`src/rtl/lsu_pkg.sv`:
```
// Shared types for the memory stage.
//   memory_signals    : bundle handed over by the execute unit
//   writeback_signals : MEM/WB register contents
//   lsu_state_e       : LSU bus-sequencing state
//   F3_*              : funct3 access-width codes
//   is_misaligned()   : alignment check for a given width and low address bits
package lsu_pkg;

  localparam logic [2:0] F3_LB  = 3'b000;
  localparam logic [2:0] F3_LH  = 3'b001;
  localparam logic [2:0] F3_LW  = 3'b010;
  localparam logic [2:0] F3_LBU = 3'b100;
  localparam logic [2:0] F3_LHU = 3'b101;

  typedef struct packed {
    logic [2:0]  funct3;
    logic        mm_re;
    logic        mm_we;
    logic [31:0] mm_addr;
    logic [31:0] data;
    logic [31:0] store_data;
    logic [4:0]  rd_addr;
  } memory_signals;

  typedef struct packed {
    logic [4:0]  rd_addr;
    logic [31:0] data;
    logic        valid;
  } writeback_signals;

  typedef enum logic {
    S_IDLE,
    S_BUS
  } lsu_state_e;

  // Undefined widths behave as words, so they need full word alignment.
  function automatic logic is_misaligned(input logic [2:0] f3, input logic [1:0] lo);
    logic r;
    case (f3)
      F3_LB, F3_LBU: r = 1'b0;
      F3_LH, F3_LHU: r = lo[0];
      default:       r = (lo != 2'b00);
    endcase
    return r;
  endfunction

endpackage

```
`src/rtl/lsu_align.sv`:
```
// Combinational byte-lane logic for the LSU.
//   st_funct3_i/st_addr_i/st_data_i : store width, low address bits, raw store data
//   be_o/wdata_o                    : byte enables and lane-replicated write data
//   ld_funct3_i/ld_addr_i/rdata_i   : captured load width, low address bits, bus data
//   ld_data_o                       : selected lane, sign- or zero-extended
module lsu_align
  import lsu_pkg::*;
(
  input  logic [2:0]  st_funct3_i,
  input  logic [1:0]  st_addr_i,
  input  logic [31:0] st_data_i,
  output logic [3:0]  be_o,
  output logic [31:0] wdata_o,
  input  logic [2:0]  ld_funct3_i,
  input  logic [1:0]  ld_addr_i,
  input  logic [31:0] rdata_i,
  output logic [31:0] ld_data_o
);

  logic [7:0]  ld_byte;
  logic [15:0] ld_half;

  always_comb begin
    be_o    = 4'b1111;
    wdata_o = st_data_i;
    case (st_funct3_i)
      F3_LB, F3_LBU: begin
        be_o    = 4'b0001 << st_addr_i;
        wdata_o = {4{st_data_i[7:0]}};
      end
      F3_LH, F3_LHU: begin
        be_o    = st_addr_i[1] ? 4'b1100 : 4'b0011;
        wdata_o = {2{st_data_i[15:0]}};
      end
      default: ;
    endcase
  end

  always_comb begin
    ld_byte = rdata_i[7:0];
    case (ld_addr_i)
      2'd0: ld_byte = rdata_i[7:0];
      2'd1: ld_byte = rdata_i[15:8];
      2'd2: ld_byte = rdata_i[23:16];
      2'd3: ld_byte = rdata_i[31:24];
      default: ;
    endcase
    ld_half = ld_addr_i[1] ? rdata_i[31:16] : rdata_i[15:0];

    ld_data_o = rdata_i;
    case (ld_funct3_i)
      F3_LB:  ld_data_o = {{24{ld_byte[7]}}, ld_byte};
      F3_LH:  ld_data_o = {{16{ld_half[15]}}, ld_half};
      F3_LBU: ld_data_o = {24'h0, ld_byte};
      F3_LHU: ld_data_o = {16'h0, ld_half};
      default: ;
    endcase
  end

endmodule

```
`src/rtl/lsu.sv`:
```
// Memory stage: executes loads/stores over a single-outstanding req/ack data
// bus and holds the MEM/WB register.
//   clk, rst_n            : clock, asynchronous active-low reset
//   valid_in, signals_in  : instruction from execute
//   stall                 : upstream must hold its outputs
//   wb_valid/rd_addr/data : writeback bundle (rd 0 = no register write)
//   misaligned, bus_err   : one-cycle fault pulses
//   dbus_*                : data bus master side
module lsu
  import lsu_pkg::*;
#(
  parameter int unsigned XLEN           = 32,
  parameter int unsigned TIMEOUT_CYCLES = 255
) (
  input  logic              clk,
  input  logic              rst_n,
  input  logic              valid_in,
  input  memory_signals     signals_in,
  output logic              stall,
  output logic              wb_valid,
  output logic [4:0]        wb_rd_addr,
  output logic [XLEN-1:0]   wb_data,
  output logic              misaligned,
  output logic              bus_err,
  output logic              dbus_req,
  output logic              dbus_we,
  output logic [XLEN-1:0]   dbus_addr,
  output logic [3:0]        dbus_be,
  output logic [XLEN-1:0]   dbus_wdata,
  input  logic [XLEN-1:0]   dbus_rdata,
  input  logic              dbus_ack
);

  localparam logic [31:0] TO_LAST = (TIMEOUT_CYCLES == 0) ? '0 : 32'(TIMEOUT_CYCLES - 1);

  lsu_state_e       state_q, state_d;
  logic [31:0]      cnt_q;
  writeback_signals wb_q;
  logic             misaligned_q, bus_err_q;
  logic             dbus_req_q, dbus_we_q;
  logic [31:0]      dbus_addr_q, dbus_wdata_q;
  logic [3:0]       dbus_be_q;
  logic [2:0]       f3_q;
  logic [1:0]       lo_q;
  logic [4:0]       rd_q;

  logic        is_mem, mis, start, timeout;
  logic [3:0]  st_be;
  logic [31:0] st_wdata, ld_data;

  assign is_mem  = signals_in.mm_re | signals_in.mm_we;
  assign mis     = is_misaligned(signals_in.funct3, signals_in.mm_addr[1:0]);
  assign start   = (state_q == S_IDLE) && valid_in && is_mem && !mis;
  // cnt_q counts completed BUS cycles, so the last permitted cycle is TIMEOUT-1.
  assign timeout = (TIMEOUT_CYCLES != 0) && (cnt_q == TO_LAST);

  lsu_align u_align (
    .st_funct3_i (signals_in.funct3),
    .st_addr_i   (signals_in.mm_addr[1:0]),
    .st_data_i   (signals_in.store_data),
    .be_o        (st_be),
    .wdata_o     (st_wdata),
    .ld_funct3_i (f3_q),
    .ld_addr_i   (lo_q),
    .rdata_i     (dbus_rdata),
    .ld_data_o   (ld_data)
  );

  always_ff @(posedge clk or negedge rst_n) begin
    if (!rst_n) state_q <= S_IDLE;
    else        state_q <= state_d;
  end

  always_comb begin
    state_d = state_q;
    case (state_q)
      S_IDLE: if (start) state_d = S_BUS;
      S_BUS:  if (dbus_ack || timeout) state_d = S_IDLE;
      default: state_d = S_IDLE;
    endcase
  end

  always_comb begin
    stall = (state_q == S_BUS) || start;
  end

  always_ff @(posedge clk or negedge rst_n) begin
    if (!rst_n) begin
      cnt_q        <= '0;
      wb_q         <= '0;
      misaligned_q <= 1'b0;
      bus_err_q    <= 1'b0;
      dbus_req_q   <= 1'b0;
      dbus_we_q    <= 1'b0;
      dbus_addr_q  <= '0;
      dbus_be_q    <= '0;
      dbus_wdata_q <= '0;
      f3_q         <= '0;
      lo_q         <= '0;
      rd_q         <= '0;
    end else begin
      wb_q.valid   <= 1'b0;
      misaligned_q <= 1'b0;
      bus_err_q    <= 1'b0;
      case (state_q)
        S_IDLE: begin
          if (valid_in) begin
            if (!is_mem) begin
              wb_q.valid   <= 1'b1;
              wb_q.rd_addr <= signals_in.rd_addr;
              wb_q.data    <= signals_in.data;
            end else if (mis) begin
              misaligned_q <= 1'b1;
              wb_q.valid   <= 1'b1;
              wb_q.rd_addr <= '0;
            end else begin
              dbus_req_q   <= 1'b1;
              dbus_we_q    <= signals_in.mm_we;
              dbus_addr_q  <= {signals_in.mm_addr[31:2], 2'b00};
              dbus_be_q    <= st_be;
              dbus_wdata_q <= st_wdata;
              f3_q         <= signals_in.funct3;
              lo_q         <= signals_in.mm_addr[1:0];
              rd_q         <= signals_in.rd_addr;
              cnt_q        <= '0;
            end
          end
        end
        S_BUS: begin
          if (dbus_ack) begin
            dbus_req_q <= 1'b0;
            wb_q.valid <= 1'b1;
            if (dbus_we_q) begin
              wb_q.rd_addr <= '0;
            end else begin
              wb_q.rd_addr <= rd_q;
              wb_q.data    <= ld_data;
            end
          end else if (timeout) begin
            dbus_req_q   <= 1'b0;
            bus_err_q    <= 1'b1;
            wb_q.valid   <= 1'b1;
            wb_q.rd_addr <= '0;
          end else begin
            cnt_q <= cnt_q + 32'd1;
          end
        end
        default: ;
      endcase
    end
  end

  assign wb_valid   = wb_q.valid;
  assign wb_rd_addr = wb_q.rd_addr;
  assign wb_data    = wb_q.data;
  assign misaligned = misaligned_q;
  assign bus_err    = bus_err_q;
  assign dbus_req   = dbus_req_q;
  assign dbus_we    = dbus_we_q;
  assign dbus_addr  = dbus_addr_q;
  assign dbus_be    = dbus_be_q;
  assign dbus_wdata = dbus_wdata_q;

endmodule

```
`config.mk`:
```
export PLATFORM = sky130hd
export DESIGN_NAME = lsu
export DESIGN_NICKNAME = d
export VERILOG_FILES = /design/src/rtl/lsu_pkg.sv /design/src/rtl/lsu_align.sv /design/src/rtl/lsu.sv
export SDC_FILE = /design/constraint.sdc
export NUM_CORES = 1
export LEC_CHECK = 0
export BUFFER_PORTS_ARGS = -buffer_cell sky130_fd_sc_hd__buf_2
export CAP_MARGIN = 20
export CORE_MARGIN = 2
export CORE_UTILIZATION = 55
export CTS_BUF_LIST = sky130_fd_sc_hd__clkbuf_16
export DETAILED_ROUTE_END_ITERATION = 16
export HOLD_SLACK_MARGIN = 0.03
export PLACE_DENSITY = 0.95
export RECOVER_POWER = 25
export SYNTH_ARGS = -nofsm -noshare
export SYNTH_HDL_FRONTEND = slang
export SYNTH_SLANG_ARGS = --single-unit
```
`constraint.sdc`:
```
create_clock -name clk -period 3.5 [get_ports clk]
set_input_delay 0.7 -clock clk [delete_from_list [all_inputs] [get_ports clk]]
set_output_delay 0.7 -clock clk [all_outputs]
set_load 0.02 [all_outputs]
```
==> flow_summary.ini <==
[clocking]
htreeDepth = 4
cts_buffers = 17
ctsResizeCount = 0
cts_hold_buffers = 0
cts_num_sinks = 151
cts_buffer_depth = 2
cts.root.buffer_cell = clkbuf_16
clk_pin_slew_worst_paths_ns = 0.07
post_cts_buffers = 0
clock_latency_ns = 0.42
cts_tree = done

[timing]
setup_viol = 0
fin_tns_setup_ns = 0
rsz0062_at_grt = false
period_minus_slack_ns = 2.69
hold_viol = 0
slew-limit-headroom_pct = -5.81
min_period_over_period_pct = 76.9
fin_skew_ns = 0.00931
finalMaxSlewViolations = 60
tightest_slew_ns = 1.59
fmax_mhz = 372

[logic_synthesis]
synth_area_per_cell_sq_um = 9.26
ys_seq_area_share_pct = 50.9
synth_seq_cells = 151
async_reset_ff_share_pct = 100
syn_area_sq_um = 7430
netlist_instances = 802
yosysUniqueCellTypes = 63
synth_edf_count = 0
ys.flop_type = dfrtp_1
ys_warn_count = 0

[route]
wirelength_microns = 23800
first_iter_violations = 1012
ant_nets = 0
firstDrtPassIters = 6
vias = 7454
post_drt_via_cell_ratio = 6.11
wire_per_inst_microns = 19.5
drc = 0

[global_route]
track_usage_pct = 33.8
grt_first_pass_wirelength_microns = 38400
antenna_found_initial = 1
grt_pass1_vias = 7466
grt_max_degree = 105
grt-ovfl-total = 0

[critical_path]
crit_required_ns = 2.80
cp-start-kind = flip-flop
worstPathArrival_ns = 1.99
endpoint_kind = primary output
worstSetupPathType = reg -> out
r2r_cells = 5
rrSetupSlack_ns = 0.96
r2r_end = cnt_q[21]
critical_path_peak_fanout = 18
r2r-start = state_q

[floorplanning]
boundaryPins = 253
die-width_microns = 120
die_h_microns = 120
coreArea_sq_um = 13200
initial_utilization_pct = 56.3
rows = 42
die-area_sq_um = 14400

[power]
powerDensity_nw_per_um2 = 669
switching_share_pct = 37.1
comb_power_share_pct = 30.4
peakVddDrop_mv = 0.299
p_clk_share_pct = 30.2
report.power.total_mw = 6.24
switchingPower_mw = 2.32
pwr-share-seq_pct = 39.4
internal_power_mw = 3.93
p_leak_nw = 4.91

[place]
port-buffer-count = 250
gp_congestion = 0.905
post-dp-hpwl_microns = 15500

[worst_hold_path]
min_from = signals_in[95]
min_to = dbus_addr[26]
min_delay_path_depth = 3
hp-class = in -> reg

[status]
status = complete, but fails checks
violations = max-capacitance violations, max-slew violations

[final_layout]
fillers = 857
drive_gt1_share_pct = 31.2
final_cell_mix = 249 x buf_2, 229 x nand2_1, 151 x dfrtp_1
layout_commonest_cell = buf_2
multi_input_area_sq_um = 3340
seq_area_sq_um = 3780
area_growth_pct = 25.8
layout.nets = 1173

[run]
cap_violations = 1
per-layer routing:
| layer | share of wire [%] | routed length [microns] | track usage, % |
|---|---|---|---|
| met1 | 35 | 8410 | 40.8 |
| met2 | 50 | 11800 | 56.7 |
| met3 | 10 | 2380 | 7.97 |
| met4 | 5.0 | 1200 | 17.1 |
| met5 | 0 | 0 | 0 |
registers in the layout, summed over array words and instances (netlist names), 2 cells and up:
name and flops:
f3_q 3, wb_rd_addr 5, lo_q 2, dbus_wdata 32, dbus_addr 30, rd_q 5
dbus_be 4, wb_data 32, cnt_q 32
cells in the mapped netlist, types with 3 or more instances:
cell       count  area (sq um)
nand2_1      230           863
dfrtp_1      151          3780
nor2_1        58           218
o21ai_0       36           180
nand3_1       33           165
a21oi_1       28           140
buf_2         28           140
mux2i_1       27           270
nand4_1       24           150
xor2_1        21           184
clkbuf_1      15          56.3
o221ai_1      15           131
nand2b_1       9          56.3
a21o_1         7          52.6
inv_1          7          26.3
a31oi_1        6          37.5
buf_6          6          67.6
nor2_2         6          37.5
nor3_1         6          30.0
a22o_1         5          43.8
and3_1         5          31.3
o211a_1        5          50.1
a2bb2oi_1      4          35.0
buf_4          4          30.0
nor4_1         4          25.0
nor2b_1        3          18.8
nor3_2         3          30.0
nor4_2         3          37.5
o21ai_2        3          26.3
o221a_2        3          33.8
o311ai_1       3          26.3
o31a_1         3          26.3
layout make-up:
type | instances | area share [%]
Timing Repair Buffer | 260 | 14.6
Inverter | 9 | 0.362
Clock buffer | 17 | 4.55
Multi-Input combinational cell | 590 | 35.7
Antenna cell | 2 | 0.0536
Clock inverter | 15 | 1.90
Sequential cell | 151 | 40.5
Tap cell | 176 | 2.36
worst max-delay path by stage:
stage | cells past startpoint | end | start | slack [ns]
finish | 5 | stall | state_q | 0.81
global route | 5 | stall | state_q | 0.71
CTS | 5 | stall | state_q | 0.82
detailed placement | 6 | stall | signals_in[103] | 0.97
global placement | 6 | stall | signals_in[103] | 0.96
floorplan | 6 | stall | signals_in[103] | 1.15
power by group through the flow:
stage	combinational, mW	sequential (mW)	clock [mW]
2_1_floorplan	0.690	2.88	0
3_3_place_gp	1.78	2.45	0
3_5_place_dp	1.85	2.46	0
4_1_cts	1.89	2.45	1.90
5_1_grt	2.05	2.50	1.98
6_report	1.90	2.46	1.89
cells by family after synthesis:
kind of cell / count (synthesis) / synth area share, %
flops: 151 / 50.9
mux: 29 / 4.09
xor+xnor: 23 / 2.71
compound gates: 132 / 12.4
fa+ha+maj: 2 / 0.337
simple gates: 402 / 25.1
buf+inv: 62 / 4.41
other cells: 1 / 0.0505
worst max-delay path, stage by stage (launching register included):
cell	delay (ns)
dfrtp_1	0.62
nand2b_4	0.29
nor2_1	0.26
nand2_4	0.09
nand2b_1	0.12
buf_2	0.17
stage by stage:
step	setup WS (ns)	util, %	area (sq um)	std cells	hold slack (ns)
after floorplan	1.15	-	7430	803	0.404
after global placement	0.958	66.2	8740	1186	0.453
after detailed placement	0.967	66.2	8740	1186	0.461
after CTS	0.818	70.8	9340	1218	0.254
after global routing	0.715	70.8	9340	1219	0.460
final	0.809	70.8	9340	1220	0.464
No activity file was read; power rests on OpenSTA's default activity.
